**src/rtl/uart_pkg.sv**
```systemverilog
// Shared types and elaboration helpers for the uart_core slice.
// Imported by uart_core and uart_rx_sampler.
package uart_pkg;

  typedef enum logic [1:0] {
    PAR_NONE,
    PAR_ODD,
    PAR_EVEN
  } parity_e;

  typedef enum logic {
    TX_IDLE,
    TX_SHIFT
  } tx_state_e;

  typedef enum logic [2:0] {
    RX_IDLE,
    RX_START,
    RX_DATA,
    RX_PARITY,
    RX_STOP
  } rx_state_e;

  function automatic int clks_per_bit(input int clk, input int baud);
    return (clk + baud / 2) / baud;
  endfunction

  function automatic int frame_bits(input int data, input int parity,
                                    input int stop);
    return 1 + data + ((parity != 0) ? 1 : 0) + stop;
  endfunction

endpackage

```
**src/rtl/uart_rx_sampler.sv**
```systemverilog
// RX front end: synchroniser, falling-edge detect and a
// 3-sample majority vote around the middle of each bit.
module uart_rx_sampler
  import uart_pkg::*;
#(
  parameter int CLKS_PER_BIT = 10,
  parameter int SYNC_STAGES  = 2
) (
  input  logic clk,
  input  logic reset,
  input  logic rx_in,
  input  logic active,
  output logic fall,
  output logic sample_bit,
  output logic sample_strobe
);

  localparam int CW  = $clog2(CLKS_PER_BIT);
  localparam int MID = CLKS_PER_BIT / 2;
  localparam logic [CW-1:0] C_LO  = CW'(MID - 1);
  localparam logic [CW-1:0] C_MID = CW'(MID);
  localparam logic [CW-1:0] C_HI  = CW'(MID + 1);
  localparam logic [CW-1:0] C_END = CW'(CLKS_PER_BIT - 1);

  if (SYNC_STAGES < 2) begin : g_sync_chk
    $error("uart_rx_sampler: SYNC_STAGES must be at least 2");
  end

  logic [SYNC_STAGES-1:0] sync;
  logic                   line;
  logic                   prev;
  logic [CW-1:0]          cnt;
  logic                   s0;
  logic                   s1;

  assign line = sync[SYNC_STAGES-1];
  assign fall = prev & ~line;

  // resynchronise the pin; flops idle high like the line
  always_ff @(posedge clk or posedge reset) begin
    if (reset) begin
      sync <= '1;
      prev <= 1'b1;
    end else begin
      sync <= {sync[SYNC_STAGES-2:0], rx_in};
      prev <= line;
    end
  end

  // bit-time counter, held at zero while the receiver is idle
  always_ff @(posedge clk or posedge reset) begin
    if (reset) begin
      cnt <= '0;
    end else if (!active || cnt == C_END) begin
      cnt <= '0;
    end else begin
      cnt <= cnt + 1'b1;
    end
  end

  // capture the two samples that precede the decision point
  always_ff @(posedge clk or posedge reset) begin
    if (reset) begin
      s0 <= 1'b1;
      s1 <= 1'b1;
    end else begin
      if (cnt == C_LO) s0 <= line;
      if (cnt == C_MID) s1 <= line;
    end
  end

  assign sample_strobe = active && (cnt == C_HI);
  assign sample_bit = (s0 & s1) | (s0 & line) | (s1 & line);

endmodule

```
**src/rtl/uart_core.sv**
```systemverilog
// Parametrised full-duplex UART between a valid/ready stream and the pins.
// Define UART_CORE_LOOPBACK_EN to add the internal loopback input.
module uart_core
  import uart_pkg::*;
#(
  parameter int CLK_FREQUENCY = 48000000,
  parameter int BAUD_RATE     = 115200,
  parameter int DATA_BITS     = 8,
  parameter int PARITY        = 0,
  parameter int STOP_BITS     = 1,
  parameter int SYNC_STAGES   = 2
) (
  input  logic                 clk,
  input  logic                 reset,
`ifdef UART_CORE_LOOPBACK_EN
  input  logic                 loopback,
`endif
  output logic                 tx_rdy,
  input  logic                 tx_vld,
  input  logic [DATA_BITS-1:0] tx_data,
  output logic                 tx_uart,
  input  logic                 rx_rdy,
  output logic                 rx_vld,
  output logic [DATA_BITS-1:0] rx_data,
  input  logic                 rx_uart,
  output logic                 rx_frame_err,
  output logic                 rx_parity_err,
  output logic                 rx_overrun_err
);

  localparam int CPB = clks_per_bit(CLK_FREQUENCY, BAUD_RATE);
  localparam int FB  = frame_bits(DATA_BITS, PARITY, STOP_BITS);
  localparam int CW  = $clog2(CPB);
  localparam int IW  = $clog2(FB);
  localparam int DW  = $clog2(DATA_BITS);
  localparam logic [CW-1:0] C_END = CW'(CPB - 1);
  localparam logic [IW-1:0] I_END = IW'(FB - 1);
  localparam logic [DW-1:0] D_END = DW'(DATA_BITS - 1);
  localparam parity_e PAR = parity_e'(PARITY[1:0]);

  if (CPB < 8) begin : g_cpb_chk
    $error("uart_core: CLKS_PER_BIT must be at least 8");
  end
  if (DATA_BITS < 5 || DATA_BITS > 9) begin : g_db_chk
    $error("uart_core: DATA_BITS must be 5..9");
  end
  if (STOP_BITS < 1 || STOP_BITS > 2) begin : g_sb_chk
    $error("uart_core: STOP_BITS must be 1 or 2");
  end

  tx_state_e      tx_state, tx_state_n;
  logic [CW-1:0]  tx_cnt, tx_cnt_n;
  logic [IW-1:0]  tx_idx, tx_idx_n;
  logic [FB-1:0]  tx_sh, tx_sh_n;
  logic [FB-1:0]  tx_frame;
  logic           tx_q, tx_q_n;

  rx_state_e      rx_state, rx_state_n;
  logic [DATA_BITS-1:0] rx_sh, rx_sh_n;
  logic [DW-1:0]  rx_idx, rx_idx_n;
  logic           rx_perr, rx_perr_n;
  logic           rx_done;
  logic           rx_src;
  logic           rx_active;
  logic           rx_fall;
  logic           s_bit;
  logic           s_stb;

`ifdef UART_CORE_LOOPBACK_EN
  assign rx_src  = loopback ? tx_q : rx_uart;
  assign tx_uart = loopback | tx_q;
`else
  assign rx_src  = rx_uart;
  assign tx_uart = tx_q;
`endif

  assign tx_rdy    = (tx_state == TX_IDLE);
  assign rx_active = (rx_state != RX_IDLE);

  // assemble start, data, parity and stop bits, LSB first
  always_comb begin
    tx_frame = '1;
    tx_frame[0] = 1'b0;
    tx_frame[DATA_BITS:1] = tx_data;
    if (PAR == PAR_EVEN) begin
      tx_frame[DATA_BITS+1] = ^tx_data;
    end else if (PAR == PAR_ODD) begin
      tx_frame[DATA_BITS+1] = ~^tx_data;
    end
  end

  // TX next state: load on handshake, shift one bit per bit time
  always_comb begin
    tx_state_n = tx_state;
    tx_cnt_n   = tx_cnt;
    tx_idx_n   = tx_idx;
    tx_sh_n    = tx_sh;
    tx_q_n     = tx_q;
    unique case (tx_state)
      TX_IDLE: begin
        if (tx_vld) begin
          tx_state_n = TX_SHIFT;
          tx_cnt_n   = '0;
          tx_idx_n   = '0;
          tx_sh_n    = tx_frame >> 1;
          tx_q_n     = tx_frame[0];
        end
      end
      TX_SHIFT: begin
        if (tx_cnt == C_END) begin
          tx_cnt_n = '0;
          if (tx_idx == I_END) begin
            tx_state_n = TX_IDLE;
            tx_q_n     = 1'b1;
          end else begin
            tx_idx_n = tx_idx + 1'b1;
            tx_q_n   = tx_sh[0];
            tx_sh_n  = tx_sh >> 1;
          end
        end else begin
          tx_cnt_n = tx_cnt + 1'b1;
        end
      end
      default: tx_state_n = TX_IDLE;
    endcase
  end

  // TX state register; the pin returns high as soon as reset asserts
  always_ff @(posedge clk or posedge reset) begin
    if (reset) begin
      tx_state <= TX_IDLE;
      tx_cnt   <= '0;
      tx_idx   <= '0;
      tx_sh    <= '1;
      tx_q     <= 1'b1;
    end else begin
      tx_state <= tx_state_n;
      tx_cnt   <= tx_cnt_n;
      tx_idx   <= tx_idx_n;
      tx_sh    <= tx_sh_n;
      tx_q     <= tx_q_n;
    end
  end

  uart_rx_sampler #(
    .CLKS_PER_BIT(CPB),
    .SYNC_STAGES (SYNC_STAGES)
  ) u_sampler (
    .clk          (clk),
    .reset        (reset),
    .rx_in        (rx_src),
    .active       (rx_active),
    .fall         (rx_fall),
    .sample_bit   (s_bit),
    .sample_strobe(s_stb)
  );

  // RX next state: act only on the voted bit at each decision point
  always_comb begin
    rx_state_n = rx_state;
    rx_sh_n    = rx_sh;
    rx_idx_n   = rx_idx;
    rx_perr_n  = rx_perr;
    rx_done    = 1'b0;
    unique case (rx_state)
      RX_IDLE: begin
        if (rx_fall) rx_state_n = RX_START;
      end
      RX_START: begin
        if (s_stb) begin
          rx_state_n = s_bit ? RX_IDLE : RX_DATA;
          rx_idx_n   = '0;
          rx_perr_n  = 1'b0;
        end
      end
      RX_DATA: begin
        if (s_stb) begin
          rx_sh_n  = {s_bit, rx_sh[DATA_BITS-1:1]};
          rx_idx_n = rx_idx + 1'b1;
          if (rx_idx == D_END) begin
            rx_state_n = (PAR == PAR_NONE) ? RX_STOP : RX_PARITY;
          end
        end
      end
      RX_PARITY: begin
        if (s_stb) begin
          rx_perr_n  = s_bit ^ (^rx_sh) ^ (PAR == PAR_ODD);
          rx_state_n = RX_STOP;
        end
      end
      RX_STOP: begin
        if (s_stb) begin
          rx_state_n = RX_IDLE;
          rx_done    = 1'b1;
        end
      end
      default: rx_state_n = RX_IDLE;
    endcase
  end

  // RX state register
  always_ff @(posedge clk or posedge reset) begin
    if (reset) begin
      rx_state <= RX_IDLE;
      rx_sh    <= '0;
      rx_idx   <= '0;
      rx_perr  <= 1'b0;
    end else begin
      rx_state <= rx_state_n;
      rx_sh    <= rx_sh_n;
      rx_idx   <= rx_idx_n;
      rx_perr  <= rx_perr_n;
    end
  end

  // deliver the word and error pulses the cycle after the stop decision
  always_ff @(posedge clk or posedge reset) begin
    if (reset) begin
      rx_vld         <= 1'b0;
      rx_data        <= '0;
      rx_frame_err   <= 1'b0;
      rx_parity_err  <= 1'b0;
      rx_overrun_err <= 1'b0;
    end else begin
      rx_frame_err   <= rx_done & ~s_bit;
      rx_parity_err  <= rx_done & rx_perr;
      rx_overrun_err <= rx_done & rx_vld & ~rx_rdy;
      if (rx_done) begin
        rx_vld  <= 1'b1;
        rx_data <= rx_sh;
      end else if (rx_rdy) begin
        rx_vld <= 1'b0;
      end
    end
  end

endmodule

```
**config.mk**
```make
export PLATFORM = sky130hd
export DESIGN_NAME = uart_core
export DESIGN_NICKNAME = d
export VERILOG_FILES = /design/src/rtl/uart_pkg.sv /design/src/rtl/uart_rx_sampler.sv /design/src/rtl/uart_core.sv
export SDC_FILE = /design/constraint.sdc
export NUM_CORES = 1
export LEC_CHECK = 0
export BUFFER_PORTS_ARGS = -buffer_cell sky130_fd_sc_hd__buf_2
export CAP_MARGIN = 20
export CORE_UTILIZATION = 30
export CTS_BUF_LIST = sky130_fd_sc_hd__clkbuf_2 sky130_fd_sc_hd__clkbuf_4 sky130_fd_sc_hd__clkbuf_8
export DETAILED_ROUTE_END_ITERATION = 10
export PLACE_DENSITY = 0.57
export SETUP_SLACK_MARGIN = 0.15
export SKIP_CTS_REPAIR_TIMING = 1
export SYNTH_ARGS = -nofsm -noshare
export SYNTH_HDL_FRONTEND = slang
export SYNTH_HIERARCHICAL = 1
export SYNTH_SLANG_ARGS = --single-unit
```
**constraint.sdc**
```tcl
create_clock -name clk -period 6.5 [get_ports clk]
set_clock_uncertainty 0.05 [all_clocks]
set_input_delay 0.65 -clock clk [delete_from_list [all_inputs] [get_ports clk]]
set_output_delay 0.65 -clock clk [all_outputs]
set_load 0.02 [all_outputs]
```
# [Word-level counts from Yosys, hierarchy flattened]
# Index checks and enable logic that the tools add are counted.
[totals] in_bits=13 elab_cells=110 out_inout_bits=14 reg_bits=66
[classes] n_addsub=4 n_mux=37 bitwise=15 n_reduce_logical=15 eq_ne=20
[op_table] operator="2-to-1 mux 10 bit" n=3
[op_table] operator="== test 9 x 8 -> 1 bit, second input constant" n=3
[op_table] operator="2-to-1 mux 9 bit" n=3
[op_table] operator="2-to-1 mux 3 bit" n=7
[op_table] operator="one-hot mux 10 bit (2 select lines)" n=1
[op_table] operator="adder 9 x 1 -> 9 bit, second input constant" n=2
[op_table] operator="== test 9 bit, second input constant" n=2
[op_table] operator="one-hot mux 9 bit (2 select lines)" n=1
[op_table] operator="one-hot mux 3 bit (5 select lines)" n=1
[op_table] operator="!= test 2 bit, second input constant" n=7
[op_table] operator="2-to-1 mux 1 bit" n=12
[op_table] operator="2-to-1 mux 4 bit" n=3
[op_table] operator="AND reduction 3 bit" n=3
[op_table] operator="bitwise AND 1 bit" n=8
[op_table] operator="one-hot mux 4 bit (2 select lines)" n=1
[op_table] operator="XOR reduction 8 bit" n=1
[op_table] operator="== test 3 x 2 -> 1 bit, second input constant" n=2
[op_table] operator="== test 3 bit, second input constant" n=2
[op_table] operator="one-hot mux 1 bit (2 select lines)" n=3
[op_table] operator="one-hot mux 3 bit (2 select lines)" n=1
[op_table] operator="AND reduction 6 bit" n=1
[op_table] operator="nonzero test 2 bit" n=3
[op_table] operator="adder 4 x 1 -> 4 bit, second input constant" n=1
[op_table] operator="== test 4 bit, second input constant" n=1
[op_table] operator="13 further kinds" n=19

# [Depth between registers and ports, before layout]
# Gate-level depths: netlist of the first run.
[logic_depth] depth_word=6 ltp_mapped=8 mapped_depth_nobuf=8

# [Modules after synthesis]
# Netlist of the first run, hierarchy kept.
[by_module_without_submodules] mod="uart_core" seq_area_each_um2=1315.0 cells_each=241 area_each_um2=2474.9 instances=1
[by_module_without_submodules] mod="uart_rx_sampler" seq_area_each_um2=356.6 cells_each=62 area_each_um2=691.9 instances=1

# [Least setup slack after synthesis of the first run]
# OpenSTA, ideal clock, no wires.
[synth_path] path_type="reg-to-reg" start="reg rx_state[0]" end="reg rx_sh[0]" path_buffers=1 t_arrival_ns=1.992 path_slack_ns=4.333 period_less_slack_ns=2.167 required_time_ns=6.325 setup_ns=0.125 path_stages_with_launch=8 path_cell_list="dfrtp_1 > clkbuf_1 > or3_1 > nand3_1 > nor2_1 > nand2b_1 > nor3_2 > mux2_2"
[synth_between] elab_chain_len=3 elab_cells_between_ends=4 classes_between="1 x eq/ne; 3 x reduce/logical"
[synth_rtl] item="from (decl)" line="uart_core.sv:58" text="rx_state_e rx_state, rx_state_n;"
[synth_rtl] item="from (signal assigned)" line="uart_core.sv:209" text="rx_state <= rx_state_n;"
[synth_rtl] item="nonzero test 3 bit" line="uart_core.sv:78" text="assign rx_active = (rx_state != RX_IDLE);"
[synth_rtl] item="named net rx_active" line="uart_core.sv:64" text="logic rx_active;"
[synth_rtl] item="logical AND 1 bit" line="uart_rx_sampler.sv:72" text="assign sample_strobe = active && (cnt == C_HI);"
[synth_rtl] item="named net s_stb" line="uart_core.sv:67" text="logic s_stb;"
[synth_rtl] item="AND reduction 2 bit (no source line)"
[synth_rtl] item="to (signal assigned)" line="uart_core.sv:210" text="rx_sh <= rx_sh_n;"
[synth_rtl] item="to (decl)" line="uart_core.sv:59" text="logic [DATA_BITS-1:0] rx_sh, rx_sh_n;"
# The timed path passes the listed nets, and every way through them passes these cells.
# A chain may end at the register's enable or synchronous reset.

# [Worst setup path in the final report of the first run]
[layout_path] start="reg rx_state[0]" end="reg rx_sh[7]"
# Same word-level chain as after synthesis.

==> run_results.csv, run 1 <==
group,metric,value,unit
run_status,outcome,"finished clean",
setup_path,worstPathMaxFanout,12,
final_layout,n_antenna_cell,0,
final_layout,final_cell_mix,"nand2_1, dfrtp_1, buf_2",
grt,gr-usage-met1,14.08,%
grt,antenna_found_initial,0,
logic_synthesis,yosysUniqueCellTypes,52,
drt,vias_per_cell,4.598,
setup_path,critical_path_class,"reg2reg",
logic_synthesis,syn_nets,325,
die,rows,37,
power,finalPower,1.201,mW
final_layout,drive_gt1_share,24.93,%
sta,fin_crit_sh,37.05,%
drt,dr_total_vias,2175,
logic_synthesis,netlist_instances,303,
sta,fin_crit,2.408,ns
placed_design,portBuffers,26,
drt,drc_errors,0,
power,peakVddDrop,0.1323,mV
setup_path,cp_slowest_cell,"dfrtp_1",
clocking,cts_buffers,9,
die,die_h,104.7,microns
die,start_util,30.81,%
grt,top_usage_layer,"met2",
sta,maxSlewHeadroom,53.07,%
setup_path,end_kind,"register",
grt,grt_max_degree,53,
placed_design,dp_hpwl,3930,microns
drt,drt-total-wl,5692,microns
clocking,ctsHtreeMaxLevel,3,
logic_synthesis,synth_ff_type,"dfrtp_1",
drt,antenna_left,0,
power,switching_share,29.96,%
logic_synthesis,syn_area,3167,sq um
logic_synthesis,yosys_warnings,6,
clocking,clockBufferDepth,2,
grt,grt.overflow.total,0,
logic_synthesis,avgSynthCellArea,10.45,sq um
sta,rsz0062_at_grt,"false",
setup_path,start_kind,"register",
sta,setup_tns,0,ns
grt,first_global_vias,2158,
power,p_leak,1.751,nW
clocking,clock_latency,0.35,ns
drt,drt_iter0_markers,57,
die,core_area,10280,sq um
grt,grt.total_usage,11.48,%
worst_hold_path,hold_path.class,"in2async",
sta,fmax,0.4152,GHz
sta,drv_slew,0,
clocking,clock-sinks,66,
drt,firstDrtPassIters,4,
placed_design,place_congestion,0.7885,
drt,wl_per_cell,12.03,microns
power,power-per-cell-area,328.1,nW/um^2
setup_path,crit_arrival,2.59,ns
clocking,cts_tree,"done",
power,power.share.clock,32.5,%
sta,hold_viol,0,
sta,hold-worst-slack,0.2927,ns
sta,tightest_slew,0.7039,ns
power,switching_power,0.3598,mW
grt,grt_pass1_wl,9956,microns
clocking,root_buffer,"clkbuf_8",
die,fp.dieArea,10970,sq um
grt,grt_util_met2,18.50,%
placed_design,dp_cells,457,
logic_synthesis,ys_ff_latch,66,
setup_path,path_cells,"or3_1 -> nand3_1 -> nor2_1 -> nand2b_1 -> nor3_2 -> mux2_2",
logic_synthesis,synth-edff-count,0,
final_layout,layout_commonest_cell,"nand2_1",
power,seqPwrFrac,49.9,%
grt,gr-usage-met3,4.304,%
setup_path,critPathMaxStageDelay,0.54,ns
final_layout,fin_nets,354,
sta,setup_viol,0,
die,ios,27,
power,p_int,0.8409,mW
clocking,clk_pin_slew,0.08,ns
run,maxCapViolCount,0,
final_layout,fin_cells,473,
final_layout,syn2layout_area_growth,15.57,%
logic_synthesis,synth-async-reset-ratio,100.0,%
setup_path,crit_required,6.68,ns
power,pwr-share-comb,17.7,%
logic_synthesis,seq_area_frac_synth,52.79,%
die,die_w,104.7,microns
[critical path, delay by kind of cell (launching register included)]
family           cells  cell delay [ns]
DFF                  1             0.54
muxes                1             0.40
and+or+nand+nor      5             1.30
[power groups by stage]
stage	registers [mW]	logic [mW]	clock network, mW
floorplan	0.588	0.170	0
global placement	0.603	0.205	0
detailed placement	0.607	0.214	0
CTS	0.600	0.218	0.403
global route	0.616	0.247	0.420
finish	0.599	0.212	0.390
[metrics by stage]
step                worst slack (ns)  utilization, %  instance area, sq um
CTS                            4.084           35.61                  3660
finish                         4.092           35.61                  3660
detailed placement             4.114           33.39                  3432
global route                   3.801           35.61                  3660
global placement               4.166           33.39                  3432
floorplan                      4.333               -                  3167
[cell type report]
class	count	area, sq um
sequential	66	1672
tap	136	170.2
multi-input combinational	213	1393
clock inverter	6	90.09
timing repair buffer	28	145.1
fill	1078	6618
clock buffer	10	137.6
inverter	14	52.55
[synth_stat cells, types with 2 or more instances]
cell type | count | share of area [%]
nand2_1 | 53 | 6.3
dfrtp_1 | 50 | 40
nand2b_1 | 2 | 0.40
inv_1 | 14 | 1.7
nor2b_1 | 3 | 0.59
and2_1 | 4 | 0.79
a21o_1 | 2 | 0.47
xor2_1 | 2 | 0.55
o21ai_0 | 25 | 4.0
nand3_1 | 8 | 1.3
ha_1 | 9 | 3.6
mux2i_1 | 9 | 2.8
clkbuf_1 | 7 | 0.83
and3_1 | 5 | 0.99
mux2_2 | 10 | 3.6
a21oi_1 | 11 | 1.7
buf_2 | 2 | 0.32
xnor2_1 | 10 | 2.8
or3_1 | 7 | 1.4
nor2_1 | 16 | 1.9
dfstp_2 | 16 | 13
nor3b_1 | 3 | 0.71
nor3_1 | 4 | 0.63
nand4_1 | 3 | 0.59
[layer usage]
layer	share of wire, %	vias up
met5	0	-
met4	1.2	0
met3	3.8	8
met2	48	25
met1	47	1045
li1	-	1097
[flip-flops by register name (all words and copies together), names as in the netlist, 2 cells and up]
| signal | count |
|---|---|
| tx_sh | 10 |
| tx_cnt | 9 |
| u_sampler/cnt | 9 |
| rx_data | 8 |
| rx_sh | 8 |
| tx_idx | 4 |
| rx_idx | 3 |
| rx_state | 3 |
| u_sampler/sync | 2 |
[cells by family after synthesis]
family,synth area share (%)
simple gates,20.19
flops,52.79
mux,6.401
xor+xnor,4.030
fa+ha+maj,3.872
buf+inv,3.240
compound gates,9.483
[final timing paths]
kind	start	end	slack, ns	cells after the start
worst min-delay path	reset	u_sampler/cnt[6]	0.29	2
max in group asynchronous	reset	rx_overrun_err	5.51	3
worst max-delay path	rx_state[0]	rx_sh[7]	4.09	6
worst min register to register	u_sampler/sync[0]	u_sampler/sync[1]	0.31	0
worst max register to register	rx_state[0]	rx_sh[7]	4.09	6
min in group clk	u_sampler/sync[0]	u_sampler/sync[1]	0.31	0
(Power assumes the default switching activity.)
==> inputs of run 2 (changes only) <==
Settings changed: ABC_AREA set to 1.
Clock period 6.5 ns to 2.44 ns, I/O delays scaled along.
==> run_results.csv, run 2 <==
group,metric,value,unit
final_layout,n_antenna_cell,0,
final_layout,n_fill_cell,1154,
setup_path,crit_required,2.60,ns
final_layout,ff_latch_area,1672,sq um
final_layout,fin_nets,492,
final_layout,fin_cells,615,
sta,fin_crit_sh,78.22,%
final_layout,multi_input_area,1485,sq um
logic_synthesis,yosysUniqueCellTypes,28,
grt,first_global_vias,2731,
power,p_leak,1.923,nW
drt,vias_per_cell,4.509,
logic_synthesis,syn_nets,459,
drt,antenna_left,0,
setup_path,worstPathMaxFanout,20,
setup_path,crit_top_cell,"nand3_1",
drt,drt_iter0_markers,137,
die,die_h,108.6,microns
final_layout,layout_commonest_cell,"nand2_1",
drt,drc_errors,0,
grt,grt_pass1_wl,12240,microns
logic_synthesis,synth_top_cell_area_share,36.70,%
logic_synthesis,synth_ff_type,"dfrtp_1",
clocking,clk_pin_slew,0.07,ns
logic_synthesis,yosys-top-cells-count,"nand2_1, dfrtp_1, inv_1, nand3_1, nor2_1",
logic_synthesis,avgSynthCellArea,7.802,sq um
die,ios,27,
power,p_int,1.858,mW
die,start_util,31.18,%
placed_design,dp_hpwl,4904,microns
final_layout,top_regs,"tx_sh (10), tx_cnt (9), u_sampler/cnt (9)",
final_layout,fin_util,35.50,%
final_layout,stdcell_area,3882,sq um
logic_synthesis,synth_most_common_cell,"nand2_1",
logic_synthesis,seq_area_frac_synth,49.03,%
power,peakVddDrop,0.5037,mV
sta,fin_crit,1.909,ns
power,switching_share,33.83,%
sta,setup_viol,0,
setup_path,regToRegStartpoint,"rx_state[0]",
placed_design,dp_cells,597,
die,core_area,10940,sq um
setup_path,critPathMaxStageDelay,0.40,ns
die,die_w,108.6,microns
worst_hold_path,hold_path_startpoint,"rx_rdy",
setup_path,path_cells,"inv_1 -> nand3_1 -> nand3_1 -> nor3_1 -> buf_4 -> nand2_1 -> nand3_1 -> o21ai_0",
setup_path,path_delay_family,"simple AND/OR/NAND/NOR gates",
die,rows,38,
clocking,root_buffer,"clkbuf_8",
grt,grt_max_degree,30,
setup_path,start_kind,"register",
die,fp.dieArea,11800,sq um
sta,drv_slew,0,
final_layout,largest-register,"tx_sh",
placed_design,portBuffers,26,
sta,setup_tns,0,ns
setup_path,crit_arrival,2.06,ns
clocking,ctsHtreeMaxLevel,3,
setup_path,cp_num_buf_inv,2,
logic_synthesis,synth_top_cell_by_area,"dfrtp_1",
logic_synthesis,netlist_instances,437,
final_layout,syn2layout_area_growth,13.87,%
setup_path,rrSetupSlack,0.53,ns
drt,drt-total-wl,6916,microns
logic_synthesis,ys_ff_latch,66,
sta,fmax,0.5240,GHz
logic_synthesis,syn_area,3410,sq um
clocking,cts_buffers,9,
grt,grt.total_usage,13.41,%
sta,hold_viol,0,
worst_hold_path,hold_path_depth,2,
clocking,clock_latency,0.35,ns
setup_path,cp_slowest_cell,"dfrtp_1",
final_layout,final_cell_mix,"nand2_1, dfrtp_1, inv_1",
clocking,clock-sinks,66,
placed_design,place_congestion,0.8283,
run,maxCapViolCount,0,
sta,tightest_slew,0.5966,ns
power,pwr-share-comb,20.2,%
sta,rsz0062_at_grt,"false",
final_layout,drive_gt1_share,16.63,%
final_layout,largest_reg_flops,10,
drt,dr_total_vias,2773,
setup_path,r2r_cells,8,
grt,grt.overflow.total,0,
power,switching_power,0.9502,mW
grt,antenna_found_initial,0,
run_status,outcome,"finished clean",
drt,firstDrtPassIters,4,
setup_path,critical_path_class,"reg2reg",
power,finalPower,2.808,mW
setup_path,r2r-end,"rx_idx[0]",
logic_synthesis,yosys_warnings,6,
logic_synthesis,synth-edff-count,0,
clocking,cts_tree,"done",
sta,maxSlewHeadroom,60.17,%
worst_hold_path,worstHoldEndpoint,"rx_overrun_err",
worst_hold_path,hold_path.class,"in2reg",
drt,wl_per_cell,11.25,microns
placed_design,placed_cell_area,3695,sq um
power,power.share.clock,28.2,%
logic_synthesis,synth-async-reset-ratio,100.0,%
setup_path,end_kind,"register",
clocking,clockBufferDepth,2,
logic_synthesis,synthTopCellsByArea,"dfrtp_1, nand2_1, dfstp_2",
power,seqPwrFrac,51.6,%
power,power-per-cell-area,723.3,nW/um^2
[run 2: metrics by stage]
step / hold slack (ns) / setup slack, ns
floorplan: 0.07964 / 0.8046
global placement: 0.2913 / 0.6227
detailed placement: 0.2972 / 0.5652
CTS: -0.08640 / 0.5407
global route: 0.04858 / 0.2404
finish: 0.03934 / 0.5315
[run 2: worst reg2reg max path: cells and delay by family (launching register included)]
kind / cells / cell delay [ns]
flip-flops: 1 / 0.40
buffers and inverters: 2 / 0.26
AO/OA/AOI/OAI: 1 / 0.09
AND/OR/NAND/NOR: 5 / 0.96
[run 2: power by group through the flow]
stage	combinational, mW	clock, mW	sequential (mW)
3_3_place_gp	0.555	0	1.46
3_5_place_dp	0.564	0	1.47
2_1_floorplan	0.458	0	1.43
4_1_cts	0.572	0.844	1.45
5_1_grt	0.666	0.892	1.47
6_report	0.566	0.793	1.45
[run 2: per-layer routing]
metal / GRT usage [%] / share of wire, % / up-vias
met2: 22.97 / 49 / 35
met4: 6.178 / 1.5 / 0
li1: - / - / 1436
met5: 0 / 0 / -
met1: 15.64 / 47 / 1296
met3: 3.436 / 3.1 / 6
[run 2: logic make-up after synthesis]
family / synth area share, %
and+or+nand+nor: 31.38
AOI/OAI and AO/OA: 5.762
xor gates and xnor gates: 2.826
buffers and inverters: 7.413
DFF: 49.03
adders and majority gates: 3.596
[run 2: worst max-delay path by stage]
stage / from / to / slack [ns] / cells after the start
2_1_floorplan: rx_state[1] / rx_state[0] / 0.80 / 10
3_3_place_gp: u_sampler/cnt[2] / rx_idx[0] / 0.62 / 7
3_5_place_dp: rx_state[1] / rx_data[4] / 0.57 / 7
4_1_cts: rx_state[1] / rx_data[5] / 0.54 / 7
5_1_grt: rx_state[1] / rx_idx[0] / 0.24 / 8
6_report: rx_state[0] / rx_idx[0] / 0.53 / 8
[run 2: layout make-up]
class / count / area share [%]
clock buffer: 9 / 3.190
clock inverter: 7 / 1.128
inverter: 50 / 4.834
tap: 140 / 4.512
multi-input combinational: 309 / 38.25
timing repair buffer: 34 / 5.027
sequential: 66 / 43.06
